$ cat config.mk
export PLATFORM = sky130hd
export DESIGN_NAME = digit_glyph_reader
export DESIGN_NICKNAME = d
export VERILOG_FILES = /design/src/rtl/glyph_pkg.sv /design/src/rtl/glyph_pix_fifo.sv /design/src/rtl/digit_glyph_reader.sv
export SDC_FILE = /design/constraint.sdc
export NUM_CORES = 1
export LEC_CHECK = 0
export BUFFER_PORTS_ARGS = -buffer_cell sky130_fd_sc_hd__buf_2
export CORE_MARGIN = 2
export CORE_UTILIZATION = 50
export DETAILED_ROUTE_END_ITERATION = 16
export PLACE_DENSITY = 0.72
export SLEW_MARGIN = 20
export SYNTH_ARGS = -nofsm -noshare
export SYNTH_HDL_FRONTEND = slang
export SYNTH_SLANG_ARGS = --single-unit
$ cat constraint.sdc
create_clock -name clk -period 3.09 [get_ports clk]
set_clock_uncertainty 0.1 [all_clocks]
set_input_delay 0.1545 -clock clk [delete_from_list [all_inputs] [get_ports clk]]
set_output_delay 0.1545 -clock clk [all_outputs]
set_load 0.005 [all_outputs]
$ cat src/rtl/glyph_pkg.sv
// rtl/glyph_pkg.sv - shared constants and types for the digit glyph reader
package glyph_pkg;

    localparam int         GLYPH_WORDS = 1024;
    localparam int         ADDR_W      = 10;
    localparam logic [3:0] DIGIT_MAX   = 4'd9;

    typedef enum logic [2:0] {
        IDLE,
        RD_A,
        RD_B,
        DRAIN,
        FIN
    } state_t;

    typedef struct packed {
        logic [7:0] data;
        logic       sel;
        logic       last;
    } pix_entry_t;

    // Travels alongside an outstanding ROM read until its data returns.
    typedef struct packed {
        logic vld;
        logic sel;
        logic last;
    } rd_tag_t;

endpackage

$ cat src/rtl/glyph_pix_fifo.sv
// rtl/glyph_pix_fifo.sv - first-word-fall-through pixel buffer
module glyph_pix_fifo
    import glyph_pkg::*;
#(
    parameter int DEPTH = 4
) (
    input  logic                   clk,
    input  logic                   rst,
    input  logic                   i_push,
    input  pix_entry_t             i_wdata,
    input  logic                   i_pop,
    output pix_entry_t             o_rdata,
    output logic                   o_empty,
    output logic [$clog2(DEPTH):0] o_count
);

    localparam int AW = $clog2(DEPTH);

    pix_entry_t    r_mem [DEPTH];
    logic [AW-1:0] r_wr_ptr;
    logic [AW-1:0] r_rd_ptr;
    logic [AW:0]   r_count;
    logic          w_push;
    logic          w_pop;

    assign w_pop   = i_pop && (r_count != '0);
    assign w_push  = i_push && (r_count != (AW+1)'(DEPTH));
    assign o_empty = (r_count == '0);
    assign o_count = r_count;
    assign o_rdata = r_mem[r_rd_ptr];

    always_ff @(posedge clk) begin
        if (w_push) begin
            r_mem[r_wr_ptr] <= i_wdata;
        end
    end

    always_ff @(posedge clk) begin
        if (rst) begin
            r_wr_ptr <= '0;
            r_rd_ptr <= '0;
            r_count  <= '0;
        end else begin
            if (w_push) begin
                r_wr_ptr <= r_wr_ptr + 1'b1;
            end
            if (w_pop) begin
                r_rd_ptr <= r_rd_ptr + 1'b1;
            end
            case ({w_push, w_pop})
                2'b10:   r_count <= r_count + 1'b1;
                2'b01:   r_count <= r_count - 1'b1;
                default: r_count <= r_count;
            endcase
        end
    end

endmodule

$ cat src/rtl/digit_glyph_reader.sv
// rtl/digit_glyph_reader.sv - reads two digit glyphs from the ROM bank and streams their bytes
module digit_glyph_reader
    import glyph_pkg::*;
#(
    parameter int ROM_LAT    = 1,
    parameter int FIFO_DEPTH = 4
) (
    input  logic              clk,
    input  logic              rst,
    input  logic              start,
    input  logic [3:0]        digit_a,
    input  logic [3:0]        digit_b,
    output logic              busy,
    output logic              done,
    output logic              err,
    output logic              ena_a,
    output logic              ena_b,
    output logic [3:0]        result_1,
    output logic [3:0]        result_2,
    output logic [ADDR_W-1:0] address,
    input  logic [7:0]        r_data,
    output logic [7:0]        pix_data,
    output logic              pix_valid,
    input  logic              pix_ready,
    output logic              pix_sel,
    output logic              pix_last
);

    localparam int CW = $clog2(FIFO_DEPTH) + 1;

    state_t            r_state;
    state_t            w_next;
    logic [3:0]        r_dig_a;
    logic [3:0]        r_dig_b;
    logic [ADDR_W-1:0] r_count;
    logic [ADDR_W-1:0] r_addr;
    logic              r_err;
    logic [CW-1:0]     r_outst;
    rd_tag_t           r_dl [ROM_LAT];

    logic              w_digits_ok;
    logic              w_start_ok;
    logic              w_last_word;
    logic              w_credit;
    logic              w_issue;
    logic              w_capture;
    logic              w_pop;
    logic              w_empty;
    logic [CW-1:0]     w_fifo_count;
    logic [CW:0]       w_inflight;
    pix_entry_t        w_push_entry;
    pix_entry_t        w_head;

    assign w_digits_ok = (digit_a <= DIGIT_MAX) && (digit_b <= DIGIT_MAX);
    assign w_start_ok  = start && w_digits_ok;
    assign w_last_word = (r_count == ADDR_W'(GLYPH_WORDS - 1));

    // Reads already issued but not yet captured must still fit in the FIFO.
    assign w_inflight = {1'b0, w_fifo_count} + {1'b0, r_outst};
    assign w_credit   = (w_inflight < (CW+1)'(FIFO_DEPTH));

    always_ff @(posedge clk) begin
        if (rst) begin
            r_state <= IDLE;
        end else begin
            r_state <= w_next;
        end
    end

    always_comb begin
        w_next  = r_state;
        w_issue = 1'b0;
        case (r_state)
            IDLE: begin
                if (w_start_ok) begin
                    w_next = RD_A;
                end
            end
            RD_A: begin
                w_issue = w_credit;
                if (w_issue && w_last_word) begin
                    w_next = RD_B;
                end
            end
            RD_B: begin
                w_issue = w_credit;
                if (w_issue && w_last_word) begin
                    w_next = DRAIN;
                end
            end
            DRAIN: begin
                if ((r_outst == '0) && w_empty) begin
                    w_next = FIN;
                end
            end
            FIN:     w_next = IDLE;
            default: w_next = IDLE;
        endcase
    end

    always_ff @(posedge clk) begin
        if (rst) begin
            r_dig_a <= '0;
            r_dig_b <= '0;
            r_count <= '0;
            r_addr  <= '0;
            r_err   <= 1'b0;
            r_outst <= '0;
            for (int i = 0; i < ROM_LAT; i++) begin
                r_dl[i] <= '0;
            end
        end else begin
            r_err <= (r_state == IDLE) && start && !w_digits_ok;
            if ((r_state == IDLE) && w_start_ok) begin
                r_dig_a <= digit_a;
                r_dig_b <= digit_b;
                r_count <= '0;
                r_addr  <= '0;
            end else if (w_issue) begin
                r_addr  <= r_count;
                r_count <= w_last_word ? '0 : r_count + 1'b1;
            end
            case ({w_issue, w_capture})
                2'b10:   r_outst <= r_outst + 1'b1;
                2'b01:   r_outst <= r_outst - 1'b1;
                default: r_outst <= r_outst;
            endcase
            r_dl[0] <= {w_issue, (r_state == RD_B), w_last_word};
            for (int i = 1; i < ROM_LAT; i++) begin
                r_dl[i] <= r_dl[i-1];
            end
        end
    end

    assign w_capture    = r_dl[ROM_LAT-1].vld;
    assign w_push_entry = {r_data, r_dl[ROM_LAT-1].sel, r_dl[ROM_LAT-1].last};

    glyph_pix_fifo #(
        .DEPTH (FIFO_DEPTH)
    ) u_fifo (
        .clk     (clk),
        .rst     (rst),
        .i_push  (w_capture),
        .i_wdata (w_push_entry),
        .i_pop   (w_pop),
        .o_rdata (w_head),
        .o_empty (w_empty),
        .o_count (w_fifo_count)
    );

    assign ena_a    = w_issue && (r_state == RD_A);
    assign ena_b    = w_issue && (r_state == RD_B);
    assign address  = w_issue ? r_count : r_addr;
    assign result_1 = r_dig_a;
    assign result_2 = r_dig_b;
    assign busy     = (r_state == RD_A) || (r_state == RD_B) || (r_state == DRAIN);
    assign done     = (r_state == FIN);
    assign err      = r_err;

    // Head fields are masked so an empty buffer presents all zeros.
    assign pix_valid = !w_empty;
    assign w_pop     = pix_valid && pix_ready;
    assign pix_data  = w_empty ? 8'h00 : w_head.data;
    assign pix_sel   = w_empty ? 1'b0 : w_head.sel;
    assign pix_last  = w_empty ? 1'b0 : w_head.last;

endmodule
==> results of run 1 <==
-- layer usage --
| metal | global-route usage | wire length (microns) | vias up |
|---|---|---|---|
| met5 | 0 | 0 | - |
| met4 | 0.06242 | 95 | 0 |
| met3 | 0.03232 | 284 | 11 |
| met2 | 0.2828 | 3015 | 68 |
| met1 | 0.2254 | 3029 | 1171 |
| li1 | - | - | 1200 |
-- power breakdown --
| part | switching, uW | internal (uW) |
|---|---|---|
| combinational | 187 | 197 |
| sequential | 53.8 | 1240 |
| clock | 402 | 374 |
-- Yosys cell counts, types with 2 or more instances --
master	instances
a21oi_1	11
nand2_1	9
and2_1	17
xnor2_1	3
or4_1	2
clkbuf_1	5
buf_2	5
inv_1	10
buf_4	2
nor2b_1	10
nor3_1	4
mux2_2	10
o21ai_0	8
nand3_1	10
and4_1	2
dfxtp_1	47
nor4b_1	2
mux2i_1	10
nor2_1	26
mux4_2	10
fa_1	2
nand4_1	5
a31oi_1	4
a211oi_1	3
or3_1	8
edfxtp_1	40
ha_1	9
xor2_1	5
-- cell type report --
class                      count  area [sq um]  area share
sequential                    87          2142      0.4928
multi-input combinational    181          1393      0.3204
timing repair buffer          72         447.9      0.1031
clock buffer                   9         123.9     0.02850
tap                           99         123.9     0.02850
clock inverter                 7         72.57     0.01670
inverter                      11         43.79     0.01007
-- sequential cells by signal (all words and copies together) (netlist names), named ones only --
name and cells:
u_fifo.r_mem 40, r_addr 10, r_count 10, result_1 4, result_2 4, r_dl 3
r_outst 3, r_state 3, u_fifo.o_count 3, u_fifo.r_rd_ptr 2, u_fifo.r_wr_ptr 2, err 1
-- logic make-up after synthesis --
family | count (synthesis) | share of synthesized area
flip-flops | 87 | 0.5865
AND/OR/NAND/NOR | 102 | 0.1521
AO/OA/AOI/OAI | 30 | 0.04830
buffers and inverters | 25 | 0.03220
XOR/XNOR | 8 | 0.01919
adder cells (fa/ha/maj) | 11 | 0.04180
multiplexers | 30 | 0.1199
-- critical path, cell delays in order, from the launching register on --
cell     delay, ns
dfxtp_1       0.39
ha_1          0.25
nor3_1        0.25
and4b_1       0.39
inv_4         0.05
ha_1          0.21
fa_1          0.39
xnor2_1       0.15
or3_1         0.30
a21oi_1       0.17
-- worst max-delay path by stage --
stage          cells past startpoint                       to                            from
2_1_floorplan                     12  r_outst[2]$_SDFFE_PP0P_         r_outst[2]$_SDFFE_PP0P_
3_3_place_gp                       9  r_outst[2]$_SDFFE_PP0P_  u_fifo.o_count[2]$_SDFFE_PP0P_
3_5_place_dp                       9  r_outst[2]$_SDFFE_PP0P_  u_fifo.o_count[2]$_SDFFE_PP0P_
4_1_cts                            9  r_outst[2]$_SDFFE_PP0P_  u_fifo.o_count[2]$_SDFFE_PP0P_
5_1_grt                            9  r_outst[2]$_SDFFE_PP0P_  u_fifo.o_count[2]$_SDFFE_PP0P_
6_report                           9  r_outst[2]$_SDFFE_PP0P_  u_fifo.o_count[2]$_SDFFE_PP0P_
-- cells in the final DEF, fill, tap and decap left out, types with 9 or more instances in the layout --
cell	count
nor2b_1	10
dlygate4sd3_1	16
clkbuf_8	9
dfxtp_1	47
and2_1	17
edfxtp_1	40
nand2_1	9
mux4_2	10
buf_2	53
a21oi_1	11
ha_1	9
nand3_1	10
mux2_2	10
inv_1	10
nor2_1	26
mux2i_1	10
-- per-stage QoR --
stage / total power (uW) / cells / cell area [sq um]
after floorplan: 1571 / 293 / 3652
after global routing: 2578 / 466 / 4347
after CTS: 2473 / 466 / 4347
final: 2454 / 466 / 4347
after global placement: 1679 / 434 / 3990
after detailed placement: 1694 / 434 / 3990
==> metrics.csv, run 1 <==
stage;metric;value;unit
global_route;grt_overflow;0;
synth;synth_nets;324;
placement;port_buffers;53;
critical_path;end_kind;register;
timing;setup_violations;0;
hold_path;whs_endpoint;r_state[0]$_SDFFE_PP0P_;
clock_network;cts.path.max_buffers;2;
timing;clock.fmax;368.4;MHz
synth;ys_async_sr_fraction;0;
hold_path;min_path_cells;4;
synth;yosysTopAreaCell;edfxtp_1;
floorplan;initial_core_util;0.5090;
routing;drt_pass1_iterations;4;
final_layout;fillers;574;
critical_path;required;3.26;ns
routing;wl_per_cell;13.79;microns
routing;via_count;2450;
critical_path;path_class;register to register;
routing;viasPerCell;5.258;
floorplan;fp-row-count;31;
final_layout;area_growth;19.01;%
job;cap_violations;0;
global_route;grt_pass1_wl;10540;microns
timing;setup_ws;0.3755;ns
timing;finalSetupTns;0;ns
clock_network;hold_buffers;16;
critical_path;r2r_cells;9;
critical_path;r2r_slack;0.38;ns
placement;place_hpwl;4243;microns
timing;hold_slack;0.08947;ns
final_layout;fin_util;0.6058;
clock_network;postCtsSetupBuffers;0;
routing;drcViolationCount;0;
timing;worstMarginPinSlew;0.7670;ns
global_route;grt_max_degree;28;
clock_network;cts_sinks;87;
synth;synth_edf_count;40;
routing;postRouteAntennaNets;0;
clock_network;root_buffer;clkbuf_8;
routing;drtIter0Drc;98;
synth;synth.avg_cell_area;12.47;sq um
timing;hold_viol_final;0;
floorplan;ioPinCount;54;
global_route;grt_pass1_vias;2287;
pwr;power_density;564.6;mW/mm^2
floorplan;die_height;89.47;microns
final_layout;nets;393;
hold_path;hold_path_class;input port to register;
pwr;peakVddDrop;0.3174;mV
clock_network;cts_buffers;9;
hold_path;min_from;start;
floorplan;die_area;0.008004;sq mm
critical_path;critPathLaunchType;register;
timing;layout_min_cycle_time;2.715;ns
critical_path;worstPathMaxFanout;6;
synth;netlist_area;0.003652;sq mm
clock_network;cts_max_level;3;
timing;rsz0062_at_grt;false;
pwr;static-leakage-power;0.001713;uW
floorplan;core;0.007176;sq mm
synth;synthFlopType;dfxtp_1;
clock_network;ctsResizeCount;0;
global_route;antenna_found_initial;0;
clock_network;cts_tree;built;
clock_network;insertion_delay;0.35;ns
synth;synth-seq-cells;87;
synth;ys_types;42;
synth;synthCells;293;
placement;gp_congestion;0.7601;
global_route;grt_usage;0.1711;
clock_network;path_clk_slew;0.08;ns
timing;drv_slew;0;
synth;ys_seq_area_frac;0.5865;
outcome;status;finished, final reports clean;
timing;min_period_over_period;0.8785;
routing;drt-total-wl;6425;microns
timing;max_slew_margin;0.4887;
critical_path;arrival;2.88;ns
final_layout;antennaDiodeCount;0;
critical_path;r2r_end;r_outst[2]$_SDFFE_PP0P_;
synth;synthTopCellsByArea;edfxtp_1, dfxtp_1, mux4_2, ha_1, mux2_2;
floorplan;die_w;89.47;microns
placement;preCtsSetupSlack;0.4082;ns
final_layout;drive_gt1_frac;0.2507;
critical_path;r2r-start;u_fifo.o_count[2]$_SDFFE_PP0P_;
synth;yosys_warnings;0;
synth;synth_top_area_share;0.3289;
(Power assumes the default switching activity.)
==> run 2, diff against run 1 <==
==> constraint.sdc (replaced) <==
create_clock -name clk -period 3.09 [get_ports clk]
set_clock_uncertainty 0.1 [all_clocks]
set_input_delay 0.7725 -clock clk [delete_from_list [all_inputs] [get_ports clk]]
set_output_delay 0.7725 -clock clk [all_outputs]
set_load 0.005 [all_outputs]
==> run 2 against run 1 <==
Via count decreased by 2.7%; core utilization decreased by 1.6 points; clock power up 8.2%; hold slack improved by 0.30 ns; count of clock-buffer cells in the layout is 1 higher; critical path depth fell by 3; die area unchanged; critical endpoint is now address[8].
==> metrics.csv, run 2 (synthesis results as in run 1) <==
stage;metric;value;unit;change
final_layout;final_common_cell;buf_2;;unchanged
routing;drt-total-wl;6395;microns;was 6425 microns
global_route;grt_usage;0.1720;;was 0.1711
pwr;p_total;2508;uW;was 2454 uW
pwr;power_density;593.0;mW/mm^2;was 564.6 mW/mm^2
critical_path;path_class;register to primary output;;was register to register
placement;place_hpwl;4294;microns;was 4243 microns
final_layout;multi_input_area;0.001399;sq mm;was 0.001393 sq mm
floorplan;die_area;0.008004;sq mm;unchanged
clock_network;root_buffer;clkbuf_8;;unchanged
global_route;grt_pass1_vias;2318;;was 2287
critical_path;required;2.22;ns;was 3.26 ns
floorplan;die_w;89.47;microns;unchanged
floorplan;fp-row-count;31;;unchanged
routing;met1_length;2927;microns;was 3029 microns
pwr;peakVddDrop;0.2544;mV;was 0.3174 mV
timing;setup_violations;0;;unchanged
critical_path;cp_top_family;simple AND/OR/NAND/NOR gates;;unchanged
routing;drcViolationCount;0;;unchanged
timing;min_period_over_period;0.9598;;was 0.8785
final_layout;drive_gt1_frac;0.2720;;was 0.2507
global_route;grt_max_degree;28;;unchanged
placement;gp_congestion;0.8016;;was 0.7601
clock_network;hold_buffers;0;;was 16
hold_path;hold_path_class;register to register;;was input port to register
floorplan;core;0.007176;sq mm;unchanged
clock_network;cts_sinks;87;;unchanged
final_layout;final_area;0.004230;sq mm;was 0.004347 sq mm
critical_path;worstPathCellList;ha_1 > nand3_1 > and4b_2 > inv_8 > mux2_2 > buf_2;;was ha_1 > nor3_1 > and4b_1 > inv_4 > ha_1 > fa_1 > xnor2_1 > or3_1 > a21oi_1
placement;port_buffers;53;;unchanged
routing;met2_length;3042;microns;was 3015 microns
timing;max_slew_margin;0.6512;;was 0.4887
routing;drt_pass1_iterations;4;;unchanged
final_layout;largest_register_ffs;40;;unchanged
job;cap_violations;0;;unchanged
global_route;grt_overflow;0;;unchanged
final_layout;fillers;604;;was 574
final_layout;reg_top3;u_fifo.r_mem (40), r_addr (10), r_count (10);;unchanged
routing;viasPerCell;5.274;;was 5.258
timing;hold_viol_final;0;;unchanged
routing;top_layer_used;met4;;unchanged
timing;worstMarginPinSlew;0.5232;ns;was 0.7670 ns
floorplan;ioPinCount;54;;unchanged
final_layout;nets;379;;was 393
critical_path;slowest_stage;dfxtp_1;;unchanged
final_layout;seqCellArea;0.002143;sq mm;was 0.002142 sq mm
clock_network;cts_buffers;9;;unchanged
critical_path;end_kind;primary output;;was register
routing;wl_met3;307;microns;was 284 microns
clock_network;path_clk_slew;0.08;ns;about the same
critical_path;arrival;2.09;ns;was 2.88 ns
critical_path;max_stage_delay;0.36;ns;was 0.39 ns
final_layout;layout_common_cells;buf_2, dfxtp_1, edfxtp_1, nor2_1, and2_1;;unchanged
timing;clock.fmax;337.2;MHz;was 368.4 MHz
placement;placed_area;0.003998;sq mm;was 0.003990 sq mm
global_route;antenna_found_initial;0;;unchanged
floorplan;die_height;89.47;microns;unchanged
final_layout;area_growth;15.83;%;was 19.01%
floorplan;initial_core_util;0.5090;;unchanged
final_layout;regMostFlops;u_fifo.r_mem;;unchanged
clock_network;insertion_delay;0.35;ns;about the same
routing;via_count;2384;;was 2450
outcome;status;finished, final reports clean;;unchanged
routing;postRouteAntennaNets;0;;unchanged
global_route;grt_pass1_wl;10360;microns;was 10540 microns
critical_path;worstPathMaxFanout;27;;was 6
critical_path;crit_buf_inv;2;;was 1
timing;layout_min_cycle_time;2.966;ns;was 2.715 ns
timing;drv_slew;0;;unchanged
routing;drtIter0Drc;57;;was 98
final_layout;antennaDiodeCount;0;;unchanged
critical_path;critPathLaunchType;register;;unchanged
timing;rsz0062_at_grt;false;;unchanged
pwr;static-leakage-power;0.001671;uW;was 0.001713 uW
routing;wl_per_cell;14.15;microns;was 13.79 microns
clock_network;cts_tree;built;;unchanged
clock_network;cts.path.max_buffers;2;;unchanged
clock_network;cts_max_level;3;;unchanged
timing;finalSetupTns;0;ns;unchanged
run 2: per-layer routing:
metal / up-vias / GRT usage
met3: 11 / 0.04340
met4: 0 / 0.08820
met5: - / 0
met1: 1128 / 0.2058
li1: 1172 / -
met2: 73 / 0.2869
run 2: worst register-to-register path, stage by stage (launching register included):
cell	delay, ns
dfxtp_1	0.34
ha_1	0.31
nor3_2	0.16
and4b_2	0.39
inv_8	0.11
ha_1	0.23
fa_1	0.39
xnor2_1	0.14
or3_1	0.30
a21oi_1	0.14
run 2: area by class of cell:
class / count / area share
tap: 99 / 0.02928
sequential: 87 / 0.5067
inverter: 11 / 0.01154
timing repair buffer: 58 / 0.07158
clock buffer: 10 / 0.03017
multi-input combinational: 181 / 0.3307
clock inverter: 6 / 0.02011
run 2: timing repair:
item / CTS / global route
endpoints found under the setup margin: 10 / 10
gates resized for setup: 1 / 4
buffers inserted: 0 / 1
pin swaps: 0 / 1
gates cloned: 0 / 0
run 2: metrics by stage:
stage,instances,setup slack [ns],utilization,hold slack [ns]
2_1_floorplan,293,0.2955,-,0.3383
3_3_place_gp,435,0.3547,0.5571,0.3544
3_5_place_dp,435,0.2657,0.5571,0.3689
4_1_cts,451,0.04957,0.5869,0.3927
5_1_grt,452,0.009018,0.5895,0.4141
6_report,452,0.1244,0.5895,0.3861
run 2: final timing paths:
kind	startpoint	to	slack (ns)	cells past startpoint
max	r_outst[1]$_SDFFE_PP0P_	address[8]	0.12	6
min reg2reg	r_dl[0][1]$_SDFF_PP0_	u_fifo.r_mem[0][1]$_DFFE_PP_	0.39	0
max reg2reg	r_outst[2]$_SDFFE_PP0P_	r_outst[2]$_SDFFE_PP0P_	0.39	9
min	r_dl[0][1]$_SDFF_PP0_	u_fifo.r_mem[0][1]$_DFFE_PP_	0.39	0
run 2: power breakdown:
group          total [uW]  internal, uW  switching (uW)  leakage (uW)
clock                 840           453             387      0.000104
combinational         397           193             204      0.000823
sequential           1270          1240            32.4      0.000744
total                2510          1890             623       0.00167
